### config.mk
export PLATFORM = sky130hd
export DESIGN_NAME = shared_reg_arbiter
export DESIGN_NICKNAME = d
export VERILOG_FILES = /design/src/rtl/shared_reg_pkg.sv /design/src/rtl/shared_reg_arbiter_rr_pick.sv /design/src/rtl/shared_reg_arbiter.sv
export SDC_FILE = /design/constraint.sdc
export NUM_CORES = 1
export LEC_CHECK = 0
export BUFFER_PORTS_ARGS = -buffer_cell sky130_fd_sc_hd__buf_2
export CORE_MARGIN = 8
export CORE_UTILIZATION = 30
export DETAILED_ROUTE_END_ITERATION = 10
export GPL_TIMING_DRIVEN = 0
export SYNTH_ARGS = -nofsm -noshare
export SYNTH_HDL_FRONTEND = slang
export SYNTH_HIERARCHICAL = 1
export SYNTH_SLANG_ARGS = --single-unit
### constraint.sdc
create_clock -name clk -period 5.1 [get_ports clk]
set_input_delay 1.02 -clock clk [delete_from_list [all_inputs] [get_ports clk]]
set_output_delay 1.02 -clock clk [all_outputs]
set_load 0.01 [all_outputs]
### src/rtl/shared_reg_pkg.sv
// Shared definitions for the shared-register arbiter: op codes, FSM states
// and the op-to-strobe decode used when a transaction is issued.
package shared_reg_pkg;

  typedef logic [1:0] op_t;

  localparam op_t OP_LOAD = 2'b00;
  localparam op_t OP_CLR  = 2'b01;
  localparam op_t OP_PRST = 2'b10;
  localparam op_t OP_READ = 2'b11;

  typedef enum logic [1:0] {
    ST_IDLE   = 2'b00,
    ST_ISSUE  = 2'b01,
    ST_SETTLE = 2'b10,
    ST_DONE   = 2'b11
  } state_t;

  typedef struct packed {
    logic en;
    logic clr;
    logic prst;
  } strobe_t;

  // At most one field is ever set, so clear and preset can never collide.
  function automatic strobe_t decode_op(input op_t o);
    strobe_t s;
    s = '0;
    case (o)
      OP_LOAD: s.en   = 1'b1;
      OP_CLR:  s.clr  = 1'b1;
      OP_PRST: s.prst = 1'b1;
      OP_READ: s      = '0;
      default: s      = '0;
    endcase
    return s;
  endfunction

endpackage

### src/rtl/shared_reg_arbiter_rr_pick.sv
// Combinational round-robin picker: first set request at or after ptr,
// wrapping modulo N_REQ.
module rr_pick #(
  parameter int N_REQ = 4,
  parameter int PW    = 2
) (
  input  logic [N_REQ-1:0] req,
  input  logic [PW-1:0]    ptr,
  output logic [N_REQ-1:0] win,
  output logic [PW-1:0]    win_idx,
  output logic             any
);

  always_comb begin
    int c;
    logic [PW-1:0] ci;
    c       = 0;
    ci      = '0;
    win     = '0;
    win_idx = '0;
    any     = 1'b0;
    for (int k = 0; k < N_REQ; k++) begin
      c = int'(ptr) + k;
      if (c >= N_REQ) c = c - N_REQ;
      ci = c[PW-1:0];
      if (!any && req[ci]) begin
        any     = 1'b1;
        win[ci] = 1'b1;
        win_idx = ci;
      end
    end
  end

endmodule

### src/rtl/shared_reg_arbiter.sv
// Round-robin owner of a shared WIDTH-bit flip-flop bank: grants one requester
// at a time and sequences IDLE -> ISSUE -> SETTLE -> DONE with registered outputs.
module shared_reg_arbiter
  import shared_reg_pkg::*;
#(
  parameter int N_REQ = 4,
  parameter int WIDTH = 8
) (
  input  logic                   clk,
  input  logic                   rst,
  input  logic [N_REQ-1:0]       req,
  input  logic [2*N_REQ-1:0]     op,
  input  logic [N_REQ*WIDTH-1:0] wdata,
  input  logic [WIDTH-1:0]       reg_q,
  output logic [N_REQ-1:0]       gnt,
  output logic [N_REQ-1:0]       done,
  output logic [WIDTH-1:0]       rdata,
  output logic                   busy,
  output logic [WIDTH-1:0]       reg_d,
  output logic                   reg_en,
  output logic                   reg_rst,
  output logic                   reg_prst
);

  localparam int PW = (N_REQ > 1) ? $clog2(N_REQ) : 1;

  state_t           state;
  logic [PW-1:0]    ptr;
  logic [N_REQ-1:0] win;
  logic [PW-1:0]    win_idx;
  logic             any;
  op_t              win_op;
  logic [WIDTH-1:0] win_data;
  strobe_t          stb;

  function automatic logic [PW-1:0] next_ptr(input logic [PW-1:0] idx);
    if (int'(idx) == N_REQ - 1) return '0;
    return PW'(idx + 1'b1);
  endfunction

  rr_pick #(
    .N_REQ (N_REQ),
    .PW    (PW)
  ) u_pick (
    .req     (req),
    .ptr     (ptr),
    .win     (win),
    .win_idx (win_idx),
    .any     (any)
  );

  always_comb begin
    win_op   = op[2*int'(win_idx) +: 2];
    win_data = wdata[WIDTH*int'(win_idx) +: WIDTH];
    stb      = decode_op(win_op);
  end

  // Strobes are loaded on the IDLE->ISSUE edge so they are high for exactly
  // the ISSUE cycle; the async reset path drops them mid-transaction.
  always_ff @(posedge clk or posedge rst) begin
    if (rst) begin
      state    <= ST_IDLE;
      ptr      <= '0;
      gnt      <= '0;
      done     <= '0;
      rdata    <= '0;
      busy     <= 1'b0;
      reg_d    <= '0;
      reg_en   <= 1'b0;
      reg_rst  <= 1'b0;
      reg_prst <= 1'b0;
    end else begin
      case (state)
        ST_IDLE: begin
          done <= '0;
          if (any) begin
            state    <= ST_ISSUE;
            gnt      <= win;
            ptr      <= next_ptr(win_idx);
            busy     <= 1'b1;
            reg_d    <= win_data;
            reg_en   <= stb.en;
            reg_rst  <= stb.clr;
            reg_prst <= stb.prst;
          end
        end
        ST_ISSUE: begin
          reg_en   <= 1'b0;
          reg_rst  <= 1'b0;
          reg_prst <= 1'b0;
          state    <= ST_SETTLE;
        end
        // reg_q has had a full cycle to settle after the strobe edge.
        ST_SETTLE: begin
          done  <= gnt;
          gnt   <= '0;
          rdata <= reg_q;
          state <= ST_DONE;
        end
        ST_DONE: begin
          done  <= '0;
          busy  <= 1'b0;
          state <= ST_IDLE;
        end
        default: begin
          state    <= ST_IDLE;
          gnt      <= '0;
          done     <= '0;
          busy     <= 1'b0;
          reg_en   <= 1'b0;
          reg_rst  <= 1'b0;
          reg_prst <= 1'b0;
        end
      endcase
    end
  end

endmodule

==> results of run 1 <==
-- layout make-up --
class,instances,area (um2),share of cell area
buffer,8,56.3,0.0217
clock buffer,8,90.1,0.0346
inverter,9,33.8,0.0130
multi-input combinational,106,1090,0.419
sequential,32,801,0.308
tap,77,96.3,0.0371
timing repair buffer,82,433,0.167
-- per-stage QoR --
| step | std cells | utilization | hold slack, ns | power [uW] | worst slack, ns |
|---|---|---|---|---|---|
| after global routing | 322 | 0.407 | 0.523 | 1930 | 1.53 |
| after CTS | 321 | 0.403 | 0.485 | 1790 | 1.66 |
| final | 322 | 0.407 | 0.484 | 1770 | 1.67 |
| after global placement | 313 | 0.389 | 0.462 | 1560 | 1.47 |
| after detailed placement | 313 | 0.389 | 0.468 | 1590 | 1.38 |
| after floorplan | 155 | - | 0.519 | 1300 | 1.83 |
-- worst min-delay path, delay by kind of cell (launching register included) --
| family | cells | cell delay (ns) |
|---|---|---|
| flops | 1 | 0.34 |
| compound gates | 1 | 0.06 |
| simple gates | 1 | 0.05 |
-- per-layer routing --
layer,global-route usage,wire [um]
met1,0.121,2120
met2,0.168,2230
met3,0.0541,493
met4,0.0245,26
met5,0,0
-- cells in the final DEF (no fill, tap or decap) --
master,count
a22o_1,7
a22oi_1,8
a32o_1,1
and2b_2,1
buf_1,1
buf_16,1
buf_2,84
buf_6,3
clkbuf_1,3
clkbuf_8,6
clkinv_1,1
dfrtp_1,32
ha_1,11
inv_1,8
mux2_2,18
mux2i_1,2
mux4_1,3
mux4_2,11
nand2_1,8
nand2b_1,3
nand3_1,2
nor2_1,4
nor2b_1,2
nor3_1,2
nor3_2,1
nor4_1,1
nor4b_4,1
o211ai_1,1
o21a_1,2
o21ai_0,10
o221ai_1,1
o22a_1,1
o22ai_1,2
o2bb2ai_1,1
o31ai_1,2
-- sequential cells by signal, summed over array words and instances, names as in the netlist --
signal and flops:
busy 1, done 4, gnt 4, ptr 2, rdata 8, reg_d 8, reg_en 1, reg_prst 1
reg_rst 1, state 2
-- final timing paths --
| check | startpoint | depth (start not counted) | to |
|---|---|---|---|
| max | req[3] | 8 | reg_prst |
| min | done[2] | 2 | done[2] |
| max reg2reg | ptr[1] | 11 | reg_prst |
| min reg2reg | done[2] | 2 | done[2] |
| max in group asynchronous | rst | 3 | rdata[2] |
| min in group asynchronous | rst | 2 | reg_d[5] |
-- report_power, final --
| group | total, uW | switching [uW] | internal (uW) |
|---|---|---|---|
| Sequential | 443 | 72.2 | 371 |
| Combinational | 1120 | 546 | 577 |
| Clock | 199 | 88.8 | 110 |
| Total | 1770 | 707 | 1060 |
-- cells in the mapped netlist --
cell type	count
a22o_1	7
a22oi_1	8
a32o_1	1
and2b_2	1
buf_1	1
buf_2	3
buf_6	3
clkbuf_1	1
dfrtp_1	32
ha_1	11
inv_1	9
mux2_2	18
mux2i_1	2
mux4_1	3
mux4_2	11
nand2_1	8
nand2b_1	3
nand3_1	2
nor2_1	4
nor2b_1	2
nor3_1	2
nor3_2	1
nor4_1	1
nor4b_4	1
o211ai_1	1
o21a_1	2
o21ai_0	10
o221ai_1	1
o22a_1	1
o22ai_1	2
o2bb2ai_1	1
o31ai_1	2
-- cell families after synthesis --
logic type	count (synthesis)	synth area share
and+or+nand+nor	25	0.0733
muxes	34	0.277
adders and majority gates	11	0.0695
DFF	32	0.404
AOI/OAI and AO/OA	36	0.130
buffers and inverters	17	0.0455
==> results.md, run 1 <==
- Setup TNS: 0 ns
- Slowest stage cell on the critical path: o31ai_1
- CP arrival: ~3.6 ns
- Via count: between 1500 and 2000
- Netlist cell types: 32
- First-pass GRT wire length: between 8000 and 9000 um
- Number of port buffers: 81
- Buffers plus inverters on the worst setup path: 3
- PwrDens: between 600 and 700 mW/mm2
- # DRC: 0
- Layout Skew: 0.00199 ns
- Unrepaired setup endpoints after global routing: no
- Largest net degree at the start of global routing: 33
- Most frequent CP cell: mux4_2
- Final setup violation count: 0
- Number of global-route vias before repair: roughly 1800
- Area of the die: around 0.0095 mm2
- Die Y: ~97 um
- Post-DP HPWL: 3850 um
- CTS sink count: 32
- Synthesized instance count: about 160
- Drt first pass iters: 5
- DR iter-0 viols: 52
- Clock slew at reported path FFs: 0.06 ns
- IR drop worst, VDD: 0.306 mV
- Initial antenna violation count: 0
- Flop-to-flop setup slack: approximately 1.8 ns
- Die W: between 90 and 100 um
- Mapped Nets: 220
- Initial core utilization: 0.310
- Fmax: about 300 MHz
- CTS Hold Bufs: 0
- FP Rows: 29
- Critical Path, Cell by Cell: buf_2, mux4_2, clkbuf_1, o31ai_1, buf_6, mux4_2, nor3_2, a22o_1
- Post-cts sizing count: 0
- I/O pin cnt: 82
- Area post-placement: roughly 0.0025 mm2
- All-Layer GR Usage: 0.105
- Synthesized area per cell: 12.8 um2
- Top cells by area, synth: dfrtp_1 (40%), mux4_2 (13%), mux2_2 (10%)
- Status: finished, final reports clean
- Nets: slightly above 300
- Syn Std Cell Area: roughly 0.0020 mm2
- GPL Wtd Cong: 0.770
- CTS tree: built
- Leak pwr: approximately 0.0012 uW
- WL final: between 4000 and 5000 um
- Post-CTS setup buffers: 0
- Total of warnings raised by yosys: 6
- CP Max Fanout: 10
- Longest Clk Path Bufs: 2
- Top cell type's share of synthesized area: 0.404
- Syn-to-layout area delta: 31.3%
- Max cap viols: 0
- Total CTS buffers: 5
- Post-route cell area: between 0.002 and 0.003 mm2
- Worst skew pair latency: ~0.27 ns
- Ant diodes: 0
- Crit Path Class: input pin to register
- Register area share after synthesis: 0.404
- Clk root buf: clkbuf_8
- Core Region: approximately 0.0064 mm2
- WL per Instance: about 15 um
- Final Hold Vio Count: 0
- Worst setup SP type: input pin
- Grt ovf: 0
- Cell taking the most area after synthesis: dfrtp_1
- Vias per std cell: 4.99
- Layout fillers: around 610
- Worst Path Required: roughly 5.3 ns
- Final period util: 0.672
- Crit. End Element: register
- Synth Register Bits: 32
- Crit path time final: 3.43 ns
- H-tree Lvls: 2
- Fin. max-slew vios: 0
- Layout cells sized above 1: 0.514
- Least-Margin Pin Slew: ~0.65 ns
- Worst path max stage delay: ~0.60 ns
- Crit-path leading delay family: multiplexers
- Final ANT Viol Nets: 0
- Hold Crit Class: register to register
- Slew margin rel.: 0.561
No activity file was read; power rests on OpenSTA's default activity.
==> inputs of run 2 (changes only) <==
ABC_AREA = 1   (was unset)
clock period = 2.9 ns   (was 5.1 ns; I/O delays follow)
==> results.md, run 2 <==
- All-Layer GR Usage: 0.124 (+0.0195)
- CTS tree: built
- DR iter-0 viols: 89 (+71%)
- Leak pwr: 0.00174 uW (+40%)
- CP arrival: 2.76 ns (-0.88 ns)
- Status: finished, final reports clean
- Synthesized area per cell: 6.55 um2 (-49%)
- Final Hold Vio Count: 0 (unchanged)
- Worst Path Required: 3.08 ns (-2.23 ns)
- Most common cell after layout, fill and taps aside: nand2_1
- Syn-to-layout area delta: 29.0%
- Least-Margin Pin Slew: 0.595 ns (-0.0590 ns)
- Max cap viols: 0 (unchanged)
- Register share of total power: 0.203 (-0.048)
- EDFF count, synth: 0 (unchanged)
- Netlist cell types: 22 (-31%)
- Syn Std Cell Area: 0.00225 mm2 (+14%)
- Nets: 498 (+61%)
- Setup TNS: 0 ns (unchanged)
- Total CTS buffers: 5 (unchanged)
- Power share of the combinational group: 0.706 (+0.070)
- Core Region: 0.00725 mm2 (+14%)
- Top cell type's share of synthesized area: 0.355 (-0.0491)
- Core Util, Final: 0.401 (-0.00606)
- Unrepaired setup endpoints after global routing: no
- Initial core utilization: 0.311 (+0.000701)
- Die Y: 103 um (+5.6%)
- Post-synth top cells: nand2_1 (141), inv_1 (42), nor2_1 (35), dfrtp_1 (32), nand3_1 (27)
- Post-CTS setup buffers: 0 (unchanged)
- Top cells by area, synth: dfrtp_1 (36%), nand2_1 (23%), inv_1 (7.0%)
- Die W: 103 um (+5.6%)
- WL final: 6020 um (+24%)
- Worst setup SP type: register
- Largest regs: rdata (8), reg_d (8)
- I/O pin cnt: 82 (unchanged)
- CP Max Fanout: 10 (unchanged)
- Internal power: 1830 uW (+72%)
- Clock power share: 0.092 (-0.021)
- Area of the die: 0.0105 mm2 (+11%)
- First-pass GRT wire length: 10700 um (+28%)
- Fmax: about 390 MHz
- Cell taking the most area after synthesis: dfrtp_1
- Mapped Nets: 409 (+86%)
- Register area share after synthesis: 0.355 (-0.0491)
- FP Rows: 31 (+6.9%)
- Number of port buffers: 81 (unchanged)
- Crit. End Element: register
- Vias per std cell: 4.28 (-14%)
- Post-DP HPWL: 4800 um (+25%)
- Layout Skew: 0.00508 ns (+0.00309 ns)
- Synthesized instance count: 344 (+120%)
- Longest Clk Path Bufs: 2 (unchanged)
- Number of global-route vias before repair: 2411 (+35%)
- Slew margin rel.: 0.601 (+0.0396)
- Final setup violation count: 0 (unchanged)
- Top FF cell, synth: dfrtp_1
- Final period util: 0.889
- Worst skew pair latency: 0.28 ns (about the same)
- Layout cells sized above 1: 0.270 (-0.245)
- Initial antenna violation count: 0 (unchanged)
- Grt ovf: 0 (unchanged)
- PwrDens: 1330 mW/mm2 (+95%)
- Hold Crit Class: input pin to async pin
- Total of warnings raised by yosys: 6 (unchanged)
- Most frequent cell after synthesis: nand2_1
- CTS Hold Bufs: 0 (unchanged)
- WL per Instance: 11.3 um (-25%)
- Layout fillers: 806 (+32%)
- Crit path time final: about 2.6 ns
- Fin. max-slew vios: 0 (unchanged)
- Largest net degree at the start of global routing: 33 (unchanged)
- Clock slew at reported path FFs: 0.07 ns (about the same)
- Drt first pass iters: 4 (-1)
- Clk root buf: clkbuf_8
- Sw power: 2030 uW (+190%)
- Final ANT Viol Nets: 0 (unchanged)
- Post-cts sizing count: 0 (unchanged)
- Most frequent cells in the layout: nand2_1 (141), buf_2 (86), inv_1 (41)
- # DRC: 0 (unchanged)
- Crit Path Class: register to register
- IR drop worst, VDD: 0.719 mV (+130%)
- Synth Register Bits: 32 (unchanged)
- Ant diodes: 0 (unchanged)
- CTS sink count: 32 (unchanged)
- Switch share: 0.527 (+0.127)
- GPL Wtd Cong: 0.864 (+12%)
- Post-synth ARST share: 1.00 (unchanged)
- Via count: 2280 (+42%)
- H-tree Lvls: 2 (unchanged)
run 2: worst max-delay path, cell delays in order (launching register included):
cell and delay, ns:
dfrtp_2 0.47, inv_2 0.14, ha_1 0.38, inv_1 0.10, nand3_1 0.09, nand2_1 0.06, nor2_2 0.26, a21oi_1 0.11
nand3_1 0.21, buf_4 0.22, buf_6 0.16, nand2_1 0.06, nand2_1 0.06, nand2_1 0.06, nand2_1 0.06, nand2_1 0.05
run 2: cell type report:
| type | count | area, um2 | share of cell area |
|---|---|---|---|
| Sequential cell | 32 | 803 | 0.276 |
| Clock inverter | 2 | 10.0 | 0.00344 |
| Timing Repair Buffer | 82 | 433 | 0.149 |
| Buffer | 11 | 77.6 | 0.0267 |
| Clock buffer | 6 | 82.6 | 0.0284 |
| Tap cell | 99 | 124 | 0.0426 |
| Inverter | 44 | 165 | 0.0568 |
| Multi-Input combinational cell | 257 | 1210 | 0.417 |
run 2: routing by layer:
layer / GRT usage / vias to the layer above / part of all wire
met1: 0.151 / 958 / 0.48
met2: 0.202 / 77 / 0.41
met3: 0.0412 / 6 / 0.097
li1: - / 1239 / -
met5: 0 / - / 0
met4: 0.0406 / 0 / 0.0070
run 2: through the flow:
| step | worst slack [ns] | cells | hold slack (ns) | cell area [um2] | power [uW] |
|---|---|---|---|---|---|
| 6_report | 0.322 | 533 | 0.282 | 2910 | 3860 |
| 3_3_place_gp | 0.157 | 524 | 0.448 | 2780 | 3490 |
| 4_1_cts | 0.122 | 532 | 0.469 | 2880 | 3890 |
| 5_1_grt | 0.00162 | 533 | 0.305 | 2910 | 4370 |
| 2_1_floorplan | 0.605 | 344 | 0.507 | 2250 | 2800 |
| 3_5_place_dp | 0.148 | 524 | 0.454 | 2780 | 3520 |
run 2: cells by family (layout without fill, tap and decap cells):
group | after synthesis | count (layout) | share of synthesized area
AND/OR/NAND/NOR | 221 | 221 | 0.414
adder cells (fa/ha/maj) | 11 | 11 | 0.0610
flip-flops | 32 | 32 | 0.355
AO/OA/AOI/OAI | 25 | 25 | 0.0622
buffers and inverters | 55 | 145 | 0.108
run 2: path summary, 6_finish.rpt:
check | cells after the start | start | to | slack (ns)
worst max register to register | 15 | ptr[0] | reg_d[1] | 0.32
worst max-delay path | 15 | ptr[0] | reg_d[1] | 0.32
worst min-delay path | 2 | rst | reg_d[1] | 0.28
max in group asynchronous | 3 | rst | rdata[2] | 2.18
worst min register to register | 2 | rdata[7] | rdata[7] | 0.47
min in group clk | 2 | rdata[7] | rdata[7] | 0.47
run 2: power groups by stage:
stage          Sequential, uW  Clock, uW  Combinational, uW
2_1_floorplan             853          0               1950
6_report                  782        354               2720
5_1_grt                   818        391               3160
3_3_place_gp              784          0               2710
4_1_cts                   784        372               2740
3_5_place_dp              792          0               2720
==> inputs of run 3 (changes only) <==
CORE_ASPECT_RATIO = 0.5   (was unset)
==> results.md, run 3 (synthesized netlist as in run 2, its figures left out) <==
- Most common cell after layout, fill and taps aside: nand2_1
- Final setup violation count: 0 (unchanged)
- Via count: 2234 (-2.0%)
- Number of port buffers: 81 (unchanged)
- FP Rows: 22 (-29%)
- Number of global-route vias before repair: 2164 (-10%)
- Worst Path Required: 3.06 ns (-0.02 ns)
- PwrDens: 1390 mW/mm2 (+4.9%)
- CP arrival: 2.76 ns (about the same)
- IR drop worst, VDD: 0.516 mV (-28%)
- Fmax: 385 MHz (-0.65%)
- Max cap viols: 0 (unchanged)
- Hold Crit Class: input pin to async pin
- R2R Path End: reg_d[0]
- Clk root buf: clkbuf_16
- Grt ovf: 0 (unchanged)
- Clock slew at reported path FFs: 0.05 ns (-0.02 ns)
- Initial core utilization: 0.309 (-0.00176)
- Fin. max-slew vios: 0 (unchanged)
- CTS Hold Bufs: 0 (unchanged)
- Status: finished, final reports clean
- Layout cells sized above 1: 0.270 (unchanged)
- Nets: 498 (unchanged)
- Leak pwr: 0.00178 uW (+2.5%)
- Crit Path Class: register to register
- GPL Wtd Cong: 0.815 (-5.7%)
- Post-CTS setup buffers: 0 (unchanged)
- GRT Max-Usage Layer: met2
- # DRC: 0 (unchanged)
- Ant diodes: 0 (unchanged)
- Critical Path, Cell by Cell: inv_2, ha_1, inv_1, nand3_1, nand2_1, nor2_2, a21oi_1, nand3_1, buf_4, buf_6, nand2_1, nand2_1, nand2_1, nand2_1, nand2_1
- Least-Margin Pin Slew: 0.604 ns (+0.00871 ns)
- Layout Skew: 0.00197 ns (-0.00312 ns)
- I/O pin cnt: 82 (unchanged)
- DR iter-0 viols: 115 (+29%)
- H-tree Lvls: 2 (unchanged)
- Most frequent CP cell: nand2_1
- R2R depth: 15 (unchanged)
- Area of the die: 0.0107 mm2 (+1.6%)
- WL per Instance: 11.4 um (+1.4%)
- CP Max Fanout: 10 (unchanged)
- Worst path max stage delay: 0.46 ns (about the same)
- Post-DP HPWL: 4870 um (+1.5%)
- CTS sink count: 32 (unchanged)
- Final period util: 0.895 (+0.00582)
- Die W: 139 um (+35%)
- Core Region: 0.00729 mm2 (+0.57%)
- Final ANT Viol Nets: 0 (unchanged)
- Slew margin rel.: 0.597 (-0.00380)
- Crit. End Element: register
- Drt first pass iters: 4 (unchanged)
- Critical path origin: ptr[0]
- CTS tree: built
- Die Y: 77.3 um (-25%)
- Reg2reg start: ptr[0]
- Crit path time final: 2.59 ns (+0.0169 ns)
- Vias per std cell: 4.22 (-1.5%)
- Slowest stage cell on the critical path: dfrtp_2
- All-Layer GR Usage: 0.114 (-0.0101)
- Unrepaired setup endpoints after global routing: no
- Worst setup SP type: register
- Layout fillers: 795 (-1.4%)
- Total CTS buffers: 5 (unchanged)
- Most frequent cells in the layout: nand2_1 (141), buf_2 (86), inv_1 (42)
- Final Hold Vio Count: 0 (unchanged)
- Post-cts sizing count: 0 (unchanged)
- Setup TNS: 0 ns (unchanged)
- Largest net degree at the start of global routing: 33 (unchanged)
- Met2 usage: 0.166 (-0.0364)
- First-pass GRT wire length: 10400 um (-2.9%)
- Longest Clk Path Bufs: 2 (unchanged)
- Worst skew pair latency: 0.27 ns (about the same)
- Syn-to-layout area delta: 32.9%
- Grt met1 use: 0.156 (+0.00499)
- Core Util, Final: 0.411 (+0.00956)
- Largest regs: rdata (8), reg_d (8)
- Flop-to-flop setup slack: 0.31 ns (-0.02 ns)
- WL final: 6070 um (+0.78%)
- Initial antenna violation count: 0 (unchanged)
- Met3 Use GR: 0.0381 (-0.00308)
run 3: cell count changes in the layout (fill, tap and decap cells not counted):
cell / before / now
clkbuf_16: 0 / 5
clkbuf_8: 6 / 2
clkinv_2: 2 / 0
bufinv_16: 0 / 1
clkinv_1: 1 / 0
inv_1: 41 / 42
run 3: area by class of cell:
| cell class | count | area [um2] | share of cell area |
|---|---|---|---|
| Multi-Input combinational cell | 257 | 1210 | 0.405 |
| Tap cell | 96 | 120 | 0.0401 |
| Timing Repair Buffer | 82 | 433 | 0.145 |
| Buffer | 11 | 77.6 | 0.0259 |
| Sequential cell | 32 | 803 | 0.268 |
| Clock inverter | 1 | 30.0 | 0.0100 |
| Inverter | 44 | 165 | 0.0551 |
| Clock buffer | 7 | 153 | 0.0510 |
run 3: critical path, delay by kind of cell (launching register included):
family          cells  cell delay [ns]
fa+ha+maj           1             0.38
compound gates      1             0.10
flops               1             0.46
buf+inv             4             0.63
simple gates        9             0.90
run 3: layer usage:
layer	wire (um)	vias to the layer above
met1	3160	927
met5	0	-
met2	2440	63
li1	-	1237
met4	69	0
met3	391	7
run 3: worst max-delay path by stage:
stage	slack [ns]	to
global placement	0.12	reg_d[0]
global route	0.06	reg_d[0]
finish	0.31	reg_d[0]
floorplan	0.61	reg_d[7]
detailed placement	0.09	reg_d[0]
CTS	0.07	reg_d[0]
run 3: metrics by stage:
| stage | cell area, um2 | instances | total power, uW | hold WS, ns | setup slack, ns |
|---|---|---|---|---|---|
| after global placement | 2780 | 521 | 3540 | 0.449 | 0.117 |
| after global routing | 3000 | 530 | 4650 | 0.430 | 0.0585 |
| after CTS | 2960 | 529 | 4210 | 0.471 | 0.0729 |
| after floorplan | 2250 | 344 | 2800 | 0.507 | 0.605 |
| final | 3000 | 530 | 4170 | 0.369 | 0.305 |
| after detailed placement | 2780 | 521 | 3560 | 0.458 | 0.0881 |
run 3: where the power goes:
part / switching [uW] / internal, uW / leakage [uW] / total (uW)
Clock: 178 / 451 / 0.0000901 / 629
Combinational: 1780 / 985 / 0.00128 / 2760
Sequential: 126 / 655 / 0.000405 / 780
